## config.mk

```make
export PLATFORM = sky130hd
export DESIGN_NAME = factorial_queue_engine
export DESIGN_NICKNAME = d
export VERILOG_FILES = /design/src/rtl/factorial_queue_engine.sv
export SDC_FILE = /design/constraint.sdc
export NUM_CORES = 1
export LEC_CHECK = 0
export BUFFER_PORTS_ARGS = -buffer_cell sky130_fd_sc_hd__buf_4
export CORE_MARGIN = 4
export CORE_UTILIZATION = 45
export DETAILED_ROUTE_END_ITERATION = 6
export PLACE_DENSITY = 0.71
export SLEW_MARGIN = 10
export SYNTH_ARGS = -nofsm -noshare
export SYNTH_HDL_FRONTEND = slang
export SYNTH_SLANG_ARGS = --single-unit
```

## constraint.sdc

```tcl
create_clock -name clk -period 4.9 [get_ports clk]
set_input_delay 0.49 -clock clk [delete_from_list [all_inputs] [get_ports clk]]
set_output_delay 0.49 -clock clk [all_outputs]
set_load 0.005 [all_outputs]
```

## src/rtl/factorial_queue_engine.sv

```systemverilog
// Bus-slave factorial engine: operand FIFO, iterative shift-add multiplier,
// multi-word saturating result register and a maskable level interrupt.
module factorial_queue_engine #(
  parameter int unsigned OP_W      = 8,
  parameter int unsigned RES_WORDS = 2,
  parameter int unsigned DEPTH     = 4,
  parameter logic [15:0] ADDR_BASE = 16'h7000
) (
  input  logic        clk,
  input  logic        reset_n,
  input  logic        s_sel,
  input  logic        s_wr,
  input  logic [15:0] s_addr,
  input  logic [63:0] s_din,
  output logic [63:0] s_dout,
  output logic        interrupt
);

  localparam int unsigned ResW    = 64 * RES_WORDS;
  localparam int unsigned ProdW   = ResW + OP_W;
  localparam int unsigned PtrW    = $clog2(DEPTH);
  localparam int unsigned CntW    = PtrW + 1;
  localparam int unsigned MulCntW = $clog2(OP_W + 1);

  typedef enum logic [2:0] {StIdle, StLoad, StMul, StNext, StDone} state_e;

  state_e state_q, state_d;

  logic               run_q, done_en_q, err_en_q;
  logic               result_valid_q, result_valid_d;
  logic               ovf_q, ovf_d;
  logic               drop_q;
  logic [ResW-1:0]    result_q, result_d;
  logic [ResW-1:0]    acc_q, acc_d;
  logic [OP_W-1:0]    k_q, k_d;
  logic [ProdW-1:0]   p_q, p_d;
  logic [ProdW-1:0]   mcand_q, mcand_d;
  logic [OP_W-1:0]    mplier_q, mplier_d;
  logic [MulCntW-1:0] mcnt_q, mcnt_d;

  logic [OP_W-1:0] fifo_mem [DEPTH];
  logic [PtrW-1:0] wr_ptr_q, rd_ptr_q;
  logic [CntW-1:0] count_q;

  logic [15:0] offset;
  logic        wr_en, rd_en;
  logic        hit_ctrl, hit_inten, hit_status, hit_op;
  logic        clear, ack, full, empty, push_req, push_ok, pop, busy;
  logic [63:0] rdata;

  assign wr_en      = s_sel & s_wr;
  assign rd_en      = s_sel & ~s_wr;
  assign offset     = s_addr - ADDR_BASE;
  assign hit_ctrl   = (offset == 16'h0000);
  assign hit_inten  = (offset == 16'h0008);
  assign hit_status = (offset == 16'h0010);
  assign hit_op     = (offset == 16'h0018);

  assign clear    = wr_en & hit_ctrl & s_din[1];
  // ACK is only meaningful while a result is pending.
  assign ack      = wr_en & hit_ctrl & s_din[2] & result_valid_q;
  assign full     = (count_q == CntW'(DEPTH));
  assign empty    = (count_q == '0);
  assign push_req = wr_en & hit_op;
  assign push_ok  = push_req & ~full & ~clear;
  assign pop      = (state_q == StIdle) & run_q & ~empty & ~result_valid_q & ~clear;
  assign busy     = (state_q != StIdle);

  assign interrupt = (done_en_q & result_valid_q) | (err_en_q & (ovf_q | drop_q));

  always_ff @(posedge clk or negedge reset_n) begin
    if (!reset_n) begin
      for (int i = 0; i < DEPTH; i++) fifo_mem[i] <= '0;
      wr_ptr_q <= '0;
      rd_ptr_q <= '0;
      count_q  <= '0;
    end else if (clear) begin
      wr_ptr_q <= '0;
      rd_ptr_q <= '0;
      count_q  <= '0;
    end else begin
      if (push_ok) begin
        fifo_mem[wr_ptr_q] <= s_din[OP_W-1:0];
        wr_ptr_q           <= wr_ptr_q + 1'b1;
      end
      if (pop) rd_ptr_q <= rd_ptr_q + 1'b1;
      if (push_ok && !pop)      count_q <= count_q + 1'b1;
      else if (pop && !push_ok) count_q <= count_q - 1'b1;
    end
  end

  always_ff @(posedge clk or negedge reset_n) begin
    if (!reset_n) begin
      run_q     <= 1'b0;
      done_en_q <= 1'b0;
      err_en_q  <= 1'b0;
      drop_q    <= 1'b0;
    end else begin
      // A CLEAR write leaves RUN as it was.
      if (wr_en && hit_ctrl && !s_din[1]) run_q <= s_din[0];
      if (wr_en && hit_inten) begin
        done_en_q <= s_din[0];
        err_en_q  <= s_din[1];
      end
      if (clear)                drop_q <= 1'b0;
      else if (push_req && full) drop_q <= 1'b1;
    end
  end

  always_comb begin
    state_d        = state_q;
    result_valid_d = result_valid_q;
    ovf_d          = ovf_q;
    result_d       = result_q;
    acc_d          = acc_q;
    k_d            = k_q;
    p_d            = p_q;
    mcand_d        = mcand_q;
    mplier_d       = mplier_q;
    mcnt_d         = mcnt_q;

    if (ack) begin
      result_valid_d = 1'b0;
      ovf_d          = 1'b0;
    end

    unique case (state_q)
      StIdle: begin
        if (pop) begin
          k_d     = fifo_mem[rd_ptr_q];
          state_d = StLoad;
        end
      end
      StLoad: begin
        acc_d = ResW'(1);
        if (k_q <= OP_W'(1)) begin
          state_d = StDone;
        end else begin
          p_d      = '0;
          mcand_d  = ProdW'(1);
          mplier_d = k_q;
          mcnt_d   = '0;
          state_d  = StMul;
        end
      end
      StMul: begin
        if (mplier_q[0]) p_d = p_q + mcand_q;
        mcand_d  = mcand_q << 1;
        mplier_d = mplier_q >> 1;
        mcnt_d   = mcnt_q + 1'b1;
        if (mcnt_q == MulCntW'(OP_W - 1)) state_d = StNext;
      end
      StNext: begin
        if (|p_q[ProdW-1:ResW]) begin
          acc_d   = '1;
          ovf_d   = 1'b1;
          state_d = StDone;
        end else begin
          acc_d = p_q[ResW-1:0];
          k_d   = k_q - OP_W'(1);
          if (k_q == OP_W'(2)) begin
            state_d = StDone;
          end else begin
            p_d      = '0;
            mcand_d  = {{OP_W{1'b0}}, p_q[ResW-1:0]};
            mplier_d = k_q - OP_W'(1);
            mcnt_d   = '0;
            state_d  = StMul;
          end
        end
      end
      StDone: begin
        result_d       = acc_q;
        result_valid_d = 1'b1;
        state_d        = StIdle;
      end
      default: state_d = StIdle;
    endcase

    if (clear) begin
      state_d        = StIdle;
      result_valid_d = 1'b0;
      ovf_d          = 1'b0;
      result_d       = '0;
      acc_d          = '0;
      k_d            = '0;
      p_d            = '0;
      mcand_d        = '0;
      mplier_d       = '0;
      mcnt_d         = '0;
    end
  end

  always_ff @(posedge clk or negedge reset_n) begin
    if (!reset_n) begin
      state_q        <= StIdle;
      result_valid_q <= 1'b0;
      ovf_q          <= 1'b0;
      result_q       <= '0;
      acc_q          <= '0;
      k_q            <= '0;
      p_q            <= '0;
      mcand_q        <= '0;
      mplier_q       <= '0;
      mcnt_q         <= '0;
    end else begin
      state_q        <= state_d;
      result_valid_q <= result_valid_d;
      ovf_q          <= ovf_d;
      result_q       <= result_d;
      acc_q          <= acc_d;
      k_q            <= k_d;
      p_q            <= p_d;
      mcand_q        <= mcand_d;
      mplier_q       <= mplier_d;
      mcnt_q         <= mcnt_d;
    end
  end

  always_comb begin
    rdata = '0;
    if (hit_ctrl) begin
      rdata[0] = run_q;
    end else if (hit_inten) begin
      rdata[1:0] = {err_en_q, done_en_q};
    end else if (hit_status) begin
      rdata[0]    = busy;
      rdata[1]    = result_valid_q;
      rdata[2]    = ovf_q;
      rdata[3]    = full;
      rdata[4]    = empty;
      rdata[5]    = drop_q;
      rdata[15:8] = 8'(count_q);
    end else begin
      for (int unsigned i = 0; i < RES_WORDS; i++) begin
        if (offset == 16'(32 + 8 * i)) rdata = result_q[64*i +: 64];
      end
    end
  end

  always_ff @(posedge clk or negedge reset_n) begin
    if (!reset_n) s_dout <= '0;
    else          s_dout <= rd_en ? rdata : 64'd0;
  end

endmodule

```

# [Yosys cells after proc, flatten, opt, wreduce, memory -nomap -nowiden]
# Index checks and enable logic that the tools add are counted.
[classes] add_sub_neg=8 magnitude_cmp=4 n_eq_ne=18 muxes=70 n_bitwise=24 reduce_logical=29
[op_table] op="2-to-1 mux 136 bit" count=9
[op_table] op="case mux 136 bit (3 select lines)" count=2
[op_table] op="2-to-1 mux 128 bit" count=4
[op_table] op="case mux 128 bit (2 select lines)" count=1
[op_table] op="2-to-1 mux 64 bit" count=3
[op_table] op="adder 136 bit" count=1
[op_table] op="2-to-1 mux 8 bit" count=11
[op_table] op="2-to-1 mux 63 bit" count=1
[op_table] op="2-to-1 mux 62 bit" count=1
[op_table] op="2-to-1 mux 48 bit" count=1
[op_table] op="bitwise mux 32 bit" count=1
[op_table] op="equality test 16 x 5 -> 1 bit, second input constant" count=2
[op_table] op="equality test 16 x 6 -> 1 bit, second input constant" count=2
[op_table] op="2-to-1 mux 3 bit" count=9
[op_table] op="case mux 8 bit (3 select lines)" count=1
[op_table] op="!= test 3 bit, second input constant" count=6
[op_table] op="binary-select mux 8 bit (select 2 bit)" count=1
[op_table] op="demux 8 bit (select 2 bit)" count=1
[op_table] op="equality test 16 x 4 -> 1 bit, second input constant" count=1
[op_table] op="zero test 16 bit" count=1
[op_table] op="2-to-1 mux 4 bit" count=4
[op_table] op="case mux 8 bit (2 select lines)" count=1
[op_table] op="subtractor 16 x 15 -> 16 bit, second input constant" count=1
[op_table] op="bitwise AND 1 bit" count=15
[op_table] op="32 further kinds" count=73
[word_totals] reg_bits=660 inputBits=84 output_inout_bits=65

# [Depth between registers and ports, before layout]
# Gate-level depths: netlist of run 1.
[logic_depth] ltp_word=11 mapped_depth=15 ltp_nobuf=15

# [Worst setup path after synthesis of run 1]
# Ideal clock, no wire load.
[synth_timing] path_kind="register to register" start="register p_q[31]" end="register p_q[133]" setup_time_ns=0.124 t_arrival_ns=3.255 path_slack_ns=1.521 stages_incl_launch_ff=14 path_buffers=1 synth_period_minus_slack_ns=3.379 cell_sequence="dfrtp_1 > ha_1 > clkbuf_1 > and4_4 > or3b_1 > a211oi_2 > nor3_1 > o41ai_2 > a31oi_1 > o211ai_2 > a21o_2 > a31oi_1 > and4_1 > a211o_1"
[synth_between] elab_chain_cells=4
[synth_rtl] item="start: declaration" line_no="36" rtl="logic [ProdW-1:0] p_q, p_d;"
[synth_rtl] item="start signal: assignment" line_no="213" rtl="p_q <= p_d;"
[synth_rtl] item="adder 136 bit" line_no="147" rtl="if (mplier_q[0]) p_d = p_q + mcand_q;"
[synth_rtl] item="2-to-1 mux 136 bit" line_no="147"
[synth_rtl] item="case mux 136 bit (3 select lines)" line_no="127" rtl="unique case (state_q)"
[synth_rtl] item="2-to-1 mux 136 bit" line_no="180" rtl="if (clear) begin"
# Every way passes these cells. The select of a mux whose other input is x is not followed.
# A chain may end at the register's enable or synchronous reset.

# [Final worst setup path of run 1]
[layout_timing] start="register p_q[0]" end="register p_q[134]"
# The elaborated chain is that of the path after synthesis.

==> results_dict.tcl, run 1 <==
set metrics [dict create \
    dieArea_um2 84400 \
    wl_per_cell_um 20.3 \
    root_buffer "clkbuf_16" \
    wl_met3_um 6160 \
    area_growth_pct 11.5 \
    firstDrtPassIters 7 \
    fp.dieW_um 291 \
    clock_latency_ns 0.64 \
    cts.htree.levels 3 \
    peakVddDrop_uv 509 \
    slew_headroom_pct 33.4 \
    hold_class "in -> reg" \
    timing.final.crit_period_ns 4.39 \
    fmax_ghz 0.228 \
    rsz0062_at_grt "false" \
    die_h_um 291 \
    dr.max_layer_used "met4" \
    place_ws_ns 0.610 \
    wl_met1_um 45300 \
    dp_hpwl_um 69500 \
    synth_edf_count 0 \
    period_share_pct 89.7 \
    pwr_density_cell_nw_per_um2 392 \
    multi_input_area_um2 18200 \
    syn_avg_cell_area_um2 9.19 \
    ctsResizeCount 0 \
    drt_wl_total_um 100000 \
    ys_types 76 \
    critical_path_required_ns 5.47 \
    cts_num_sinks 660 \
    cts_tree "done" \
    coreArea_um2 79000 \
    grt_usage_pct 23.4 \
    layout-drive-gt1-share_pct 8.59 \
    worstSetupEndpointType "flop" \
    antenna_found_initial 1 \
    tightest_slew_ns 0.999 \
    grt_overflow 0 \
    grt_pass1_vias 29000 \
    num_rows 103 \
    start_util_pct 45.5 \
    n_antenna_cell 0 \
    async_flop_share_pct 100 \
    grt_max_degree 148 \
    setup_viol 0 \
    start_kind "flop" \
    yosysWarnings 0 \
    fin_skew_ns 0.0299 \
    hold-path-endpoint "fifo_mem[21]" \
    viasPerCell 5.97 \
    layout.nets 4075 \
    drt.antenna.violating_nets 0 \
    r2r_slack_ns 0.51 \
    synth-main-ff-cell "dfrtp_1" \
    arrival_ns 4.96 \
    drc 6 \
    rr_startpoint "p_q[0]" \
    fillers 7165 \
    register_area_um2 16500 \
    ioPinCount 149 \
    cp_max_fo 4 \
    cts_buffer_depth 3 \
    setup_tns_ns 0 \
    cts_buffers 73 \
    syn_area_um2 35900 \
    grt_pass1_wl_um 163000 \
    yosys_register_bits 660 \
    path_clk_slew_ns 0.07 \
    slew_viol_final 0 \
    layout_common_cells "dfrtp_1 (660), nand2_1 (570), o21ai_0 (397)" \
    dr.first_iter.drc_count 2461 \
    seq_area_frac_synth_pct 46.0 \
    syn-num-nets 4139 \
    hold_viol 0 \
    leakage_nw 18.3 \
    wl_met2_um 46400 \
    vias 29500 \
    final_common_cell "dfrtp_1" \
    worstSetupPathType "reg -> reg" \
    gp_congestion 0.955 \
    synthCells 3910 \
    portBuffers 92 \
    min_path_cells 2 \
    rr_worst_depth 15 \
    maxCapViolCount 0 \
    timing.rr.end "p_q[134]" \
    worstHoldStart "s_din[5]" \
    violations "design-rule violations" \
    layout_setup_ws_ns 0.506 \
    outcome "complete, but fails checks" \
]
==> worst max-delay path by stage <==
stage | slack (ns) | cells after the start | from | endpoint
2_1_floorplan | 1.52 | 13 | p_q[31] | p_q[133]
3_3_place_gp | 0.64 | 15 | p_q[0] | p_q[126]
3_5_place_dp | 0.61 | 15 | p_q[0] | p_q[134]
4_1_cts | 0.57 | 15 | p_q[0] | p_q[134]
5_1_grt | 0.33 | 15 | p_q[1] | p_q[95]
6_report | 0.51 | 15 | p_q[0] | p_q[134]
==> critical path, stage by stage, from the launching register on <==
cell	delay, ns
dfrtp_1	0.41
ha_1	0.23
inv_1	0.07
fa_1	0.38
nand2b_1	0.17
a21oi_1	0.33
o21ai_0	0.24
a31oi_1	0.47
nor2_1	0.18
o21ai_1	0.27
a41oi_1	0.27
o2111ai_1	0.41
and2_1	0.38
a31oi_1	0.16
a211oi_1	0.22
nand3b_1	0.14
==> state kept, by name, summed over array words and instances (netlist names) <==
name	flops
done_en_q	1
fifo_mem	32
k_q	8
acc_q	128
rd_ptr_q	2
state_q	3
p_q	136
wr_ptr_q	2
run_q	1
result_q	128
result_valid_q	1
mplier_q	8
err_en_q	1
count_q	3
s_dout	64
mcand_q	136
ovf_q	1
mcnt_q	4
drop_q	1
==> report_power, final <==
group / internal [mW] / switching, mW / total [mW]
Combinational: 0.878 / 2.79 / 3.67
Sequential: 5.90 / 0.370 / 6.27
Clock: 3.46 / 2.29 / 5.75
==> through the flow <==
| step | hold slack [ns] | power (mW) | cell area [µm²] | util (%) | std cells |
|---|---|---|---|---|---|
| global route | 0.107 | 16.5 | 40100 | 50.7 | 4950 |
| detailed placement | 0.456 | 10.0 | 37500 | 47.5 | 4820 |
| floorplan | 0.194 | 8.73 | 35900 | - | 3910 |
| global placement | 0.451 | 9.95 | 37500 | 47.5 | 4820 |
| finish | 0.119 | 15.7 | 40100 | 50.7 | 4950 |
| CTS | 0.0895 | 15.8 | 40100 | 50.7 | 4950 |
==> routing by layer <==
metal	up-vias	GRT usage (%)
met5	-	0
met4	0	6.23
met3	146	3.35
met2	893	37.6
met1	14600	33.5
li1	13900	-
==> cells in the mapped netlist, types with 7 or more instances <==
cell type	n	share of area, %
a21boi_0	13	0.27
o21ai_0	398	5.5
nor3_1	45	0.63
nand2b_1	22	0.38
o21a_1	11	0.23
nand2_1	573	6.0
a22oi_1	60	1.3
nor2b_1	14	0.24
xnor2_1	74	1.8
o211ai_1	14	0.29
a21oi_1	249	3.5
nor2_1	346	3.6
nand4_1	90	1.6
and3_1	130	2.3
a22o_1	14	0.34
o22ai_1	8	0.14
o21ai_1	7	0.098
clkbuf_1	261	2.7
inv_1	61	0.64
buf_1	20	0.21
and2_1	7	0.12
o21bai_1	46	0.96
mux4_2	8	0.50
nor4_1	12	0.21
dfrtp_1	660	46
nand3_1	27	0.38
ha_1	143	5.0
a21o_1	91	1.9
a221o_1	126	3.5
xor2_1	56	1.4
a31oi_1	15	0.26
a222oi_1	7	0.20
o31ai_1	21	0.44
mux2_2	28	0.88
or3_1	15	0.26
a211oi_1	11	0.23
mux2i_1	135	3.8
==> kinds of logic after synthesis <==
kind of cell             after synthesis  synth area share, %
flip-flops                           660                 46.0
adder cells (fa/ha/maj)              145                 5.09
AO/OA/AOI/OAI                       1141                 20.6
XOR/XNOR                             130                 3.17
buffers and inverters                349                 3.67
multiplexers                         171                 5.14
AND/OR/NAND/NOR                     1314                 16.4
==> timing repair <==
item | 4_1_cts | 5_1_grt
hold buffers | 1 | 0
hold endpoints to repair | 51 | 0
buffers inserted | 0 | 0
==> cell type report <==
type                            instances  share of cell area (%)
Multi-Input combinational cell       2901                    45.4
Sequential cell                       660                    41.2
Clock buffer                          106                    5.30
Tap cell                             1050                    3.28
Timing Repair Buffer                  149                    3.16
Clock inverter                         23                    1.06
Inverter                               61                   0.572
Note: power is estimated with default switching activity, not from simulation.
==> inputs of run 2 (changes only) <==
--- a/config.mk
+++ b/config.mk
@@ -6,7 +6,6 @@
 export NUM_CORES = 1
 export LEC_CHECK = 0
 export BUFFER_PORTS_ARGS = -buffer_cell sky130_fd_sc_hd__buf_4
-export CORE_MARGIN = 4
 export CORE_UTILIZATION = 45
 export DETAILED_ROUTE_END_ITERATION = 6
 export PLACE_DENSITY = 0.71
==> run 2 against run 1 <==
Against the previous run:
- the flow now finishes without violations
- core utilization fell by 0.14 points
- via count about the same
- clock skew shrank 0.0024 ns
- cell area is 0.28% lower
- first-iteration DRC count grew 4.1%
- maximum frequency up 0.11%
- global-route usage rose by 1.3 points
- die area decreased by 4.1%
- flip-flop and latch count stayed put
- sequential share of layout area is 0.12 points higher
- clock-buffer cell count down 6
- critical path depth rose by 1
- highest routed layer unchanged
==> results_dict.tcl, run 2 (synthesis gave the netlist of run 1 again) <==
set metrics [dict create \
    arrival_ns 4.95 \
    final_common_cell "dfrtp_1" \
    worstPathCellList "ha_1 -> inv_1 -> fa_1 -> nand2b_1 -> a21oi_1 -> o21ai_0 -> a31oi_1 -> buf_4 -> nor2_1 -> o21ai_1 -> a41oi_1 -> o2111ai_1 -> and2_1 -> a31oi_1 -> a211oi_1 -> nand3b_1" \
    layout.nets 4076 \
    fp.dieW_um 285 \
    clock_latency_ns 0.64 \
    vias 29600 \
    cp_max_fo 4 \
    slew_headroom_pct 22.3 \
    finalPower_mw 15.5 \
    maxCapViolCount 0 \
    dp_hpwl_um 69500 \
    grt_overflow 0 \
    cts_num_sinks 660 \
    drc 0 \
    fin_skew_ns 0.0276 \
    viasPerCell 5.97 \
    grt_pass1_vias 28600 \
    peakVddDrop_uv 672 \
    cp_common_cell "a31oi_1" \
    n_antenna_cell 0 \
    cts_tree "done" \
    place_ws_ns 0.628 \
    post_cts_buffers 0 \
    num_rows 103 \
    layout_common_cells "dfrtp_1 (660), nand2_1 (570), o21ai_0 (397)" \
    fillers 7212 \
    hold_buffers 1 \
    firstDrtPassIters 6 \
    timing.critical_path.buf_inv 2 \
    grt_max_degree 181 \
    numPlacedInstances 4822 \
    ctsResizeCount 0 \
    layout-drive-gt1-share_pct 8.59 \
    fin_cells 4951 \
    rsz0062_at_grt "false" \
    leakage_nw 18.3 \
    die_h_um 285 \
    start_util_pct 45.5 \
    cts.htree.levels 3 \
    outcome "complete, no violations" \
    cp_top_family "compound AO/OA/AOI/OAI gates" \
    worstSetupEndpointType "flop" \
    timing.final.crit_period_ns 4.39 \
    drt.antenna.violating_nets 0 \
    cts_buffer_depth 3 \
    setup_tns_ns 0 \
    fmax_ghz 0.228 \
    period_share_pct 89.6 \
    worstSetupPathType "reg -> reg" \
    path_clk_slew_ns 0.06 \
    portBuffers 92 \
    ioPinCount 149 \
    pwr_density_cell_nw_per_um2 389 \
    dieArea_um2 81000 \
    critical_path_required_ns 5.46 \
    grt_pass1_wl_um 162000 \
    cp_slowest_cell "o2111ai_1" \
    hold_viol 0 \
    antenna_found_initial 0 \
    dr.first_iter.drc_count 2563 \
    root_buffer "clkbuf_16" \
    drt_wl_total_um 100000 \
    slowest_delay_ns 0.44 \
    gp_congestion 0.982 \
    hold_class "in -> reg" \
    area_growth_pct 11.2 \
    grt_usage_pct 24.7 \
    top_regs "mcand_q (136), p_q (136)" \
    coreArea_um2 79000 \
    layout_setup_ws_ns 0.511 \
    start_kind "flop" \
    wl_per_cell_um 20.2 \
    slew_viol_final 0 \
    cts_buffers 72 \
    setup_viol 0 \
    tightest_slew_ns 1.15 \
]
-- run 2: changes by cell type in the layout (fill, tap and decap cells not counted), moves of 2 or more --
| cell | before | now |
|---|---|---|
| clkinv_16 | 2 | 0 |
| clkinv_2 | 5 | 10 |
| clkinv_8 | 4 | 2 |
| clkbuf_8 | 17 | 10 |
| inv_6 | 2 | 4 |
| buf_4 | 136 | 139 |
-- run 2: worst paths after layout --
check | start | endpoint | slack [ns] | cells after the start
max | p_q[0] | p_q[134] | 0.51 | 16
min | s_din[7] | fifo_mem[23] | 0.12 | 2
max reg2reg | p_q[0] | p_q[134] | 0.51 | 16
min reg2reg | acc_q[10] | acc_q[10] | 0.46 | 2
max in group asynchronous | reset_n | mcand_q[66] | 3.12 | 3
min in group asynchronous | reset_n | result_q[76] | 0.53 | 2
-- run 2: worst register-to-register path: stages, from the launching register on --
cell	delay [ns]
dfrtp_1	0.42
ha_1	0.23
inv_1	0.07
fa_1	0.40
nand2b_1	0.19
a21oi_1	0.29
o21ai_0	0.19
a31oi_1	0.36
buf_4	0.21
nor2_1	0.09
o21ai_1	0.29
a41oi_1	0.29
o2111ai_1	0.45
and2_1	0.33
a31oi_1	0.18
a211oi_1	0.21
nand3b_1	0.14
-- run 2: metrics by stage --
stage | utilization (%) | hold slack (ns) | instance area [µm²]
4_1_cts | 50.6 | 0.0860 | 39900
3_3_place_gp | 47.5 | 0.450 | 37500
2_1_floorplan | - | 0.194 | 35900
6_report | 50.6 | 0.116 | 39900
5_1_grt | 50.6 | 0.110 | 39900
3_5_place_dp | 47.5 | 0.456 | 37500
-- run 2: report_power, final --
part	switching (mW)	internal (mW)	leakage, nW
Clock	2.27	3.33	1.19
Combinational	2.80	0.879	8.58
Sequential	0.354	5.90	8.50
Total	5.42	10.1	18.3
-- run 2: layer usage --
metal / track usage, % / wire length, µm / vias up
met4: 8.31 / 3060 / 0
met3: 3.38 / 5630 / 182
li1: - / - / 13900
met1: 34.3 / 45000 / 14500
met5: 0 / 0 / -
met2: 39.5 / 46500 / 902
-- run 2: layout make-up --
cell class                      instances  area [µm²]  share of cell area (%)
Multi-Input combinational cell       2901       18200                    45.5
Clock buffer                          100        2030                    5.08
Sequential cell                       660       16500                    41.4
Clock inverter                         28         400                    1.00
Tap cell                             1050        1310                    3.29
Timing Repair Buffer                  151        1270                    3.18
Inverter                               61         229                   0.573
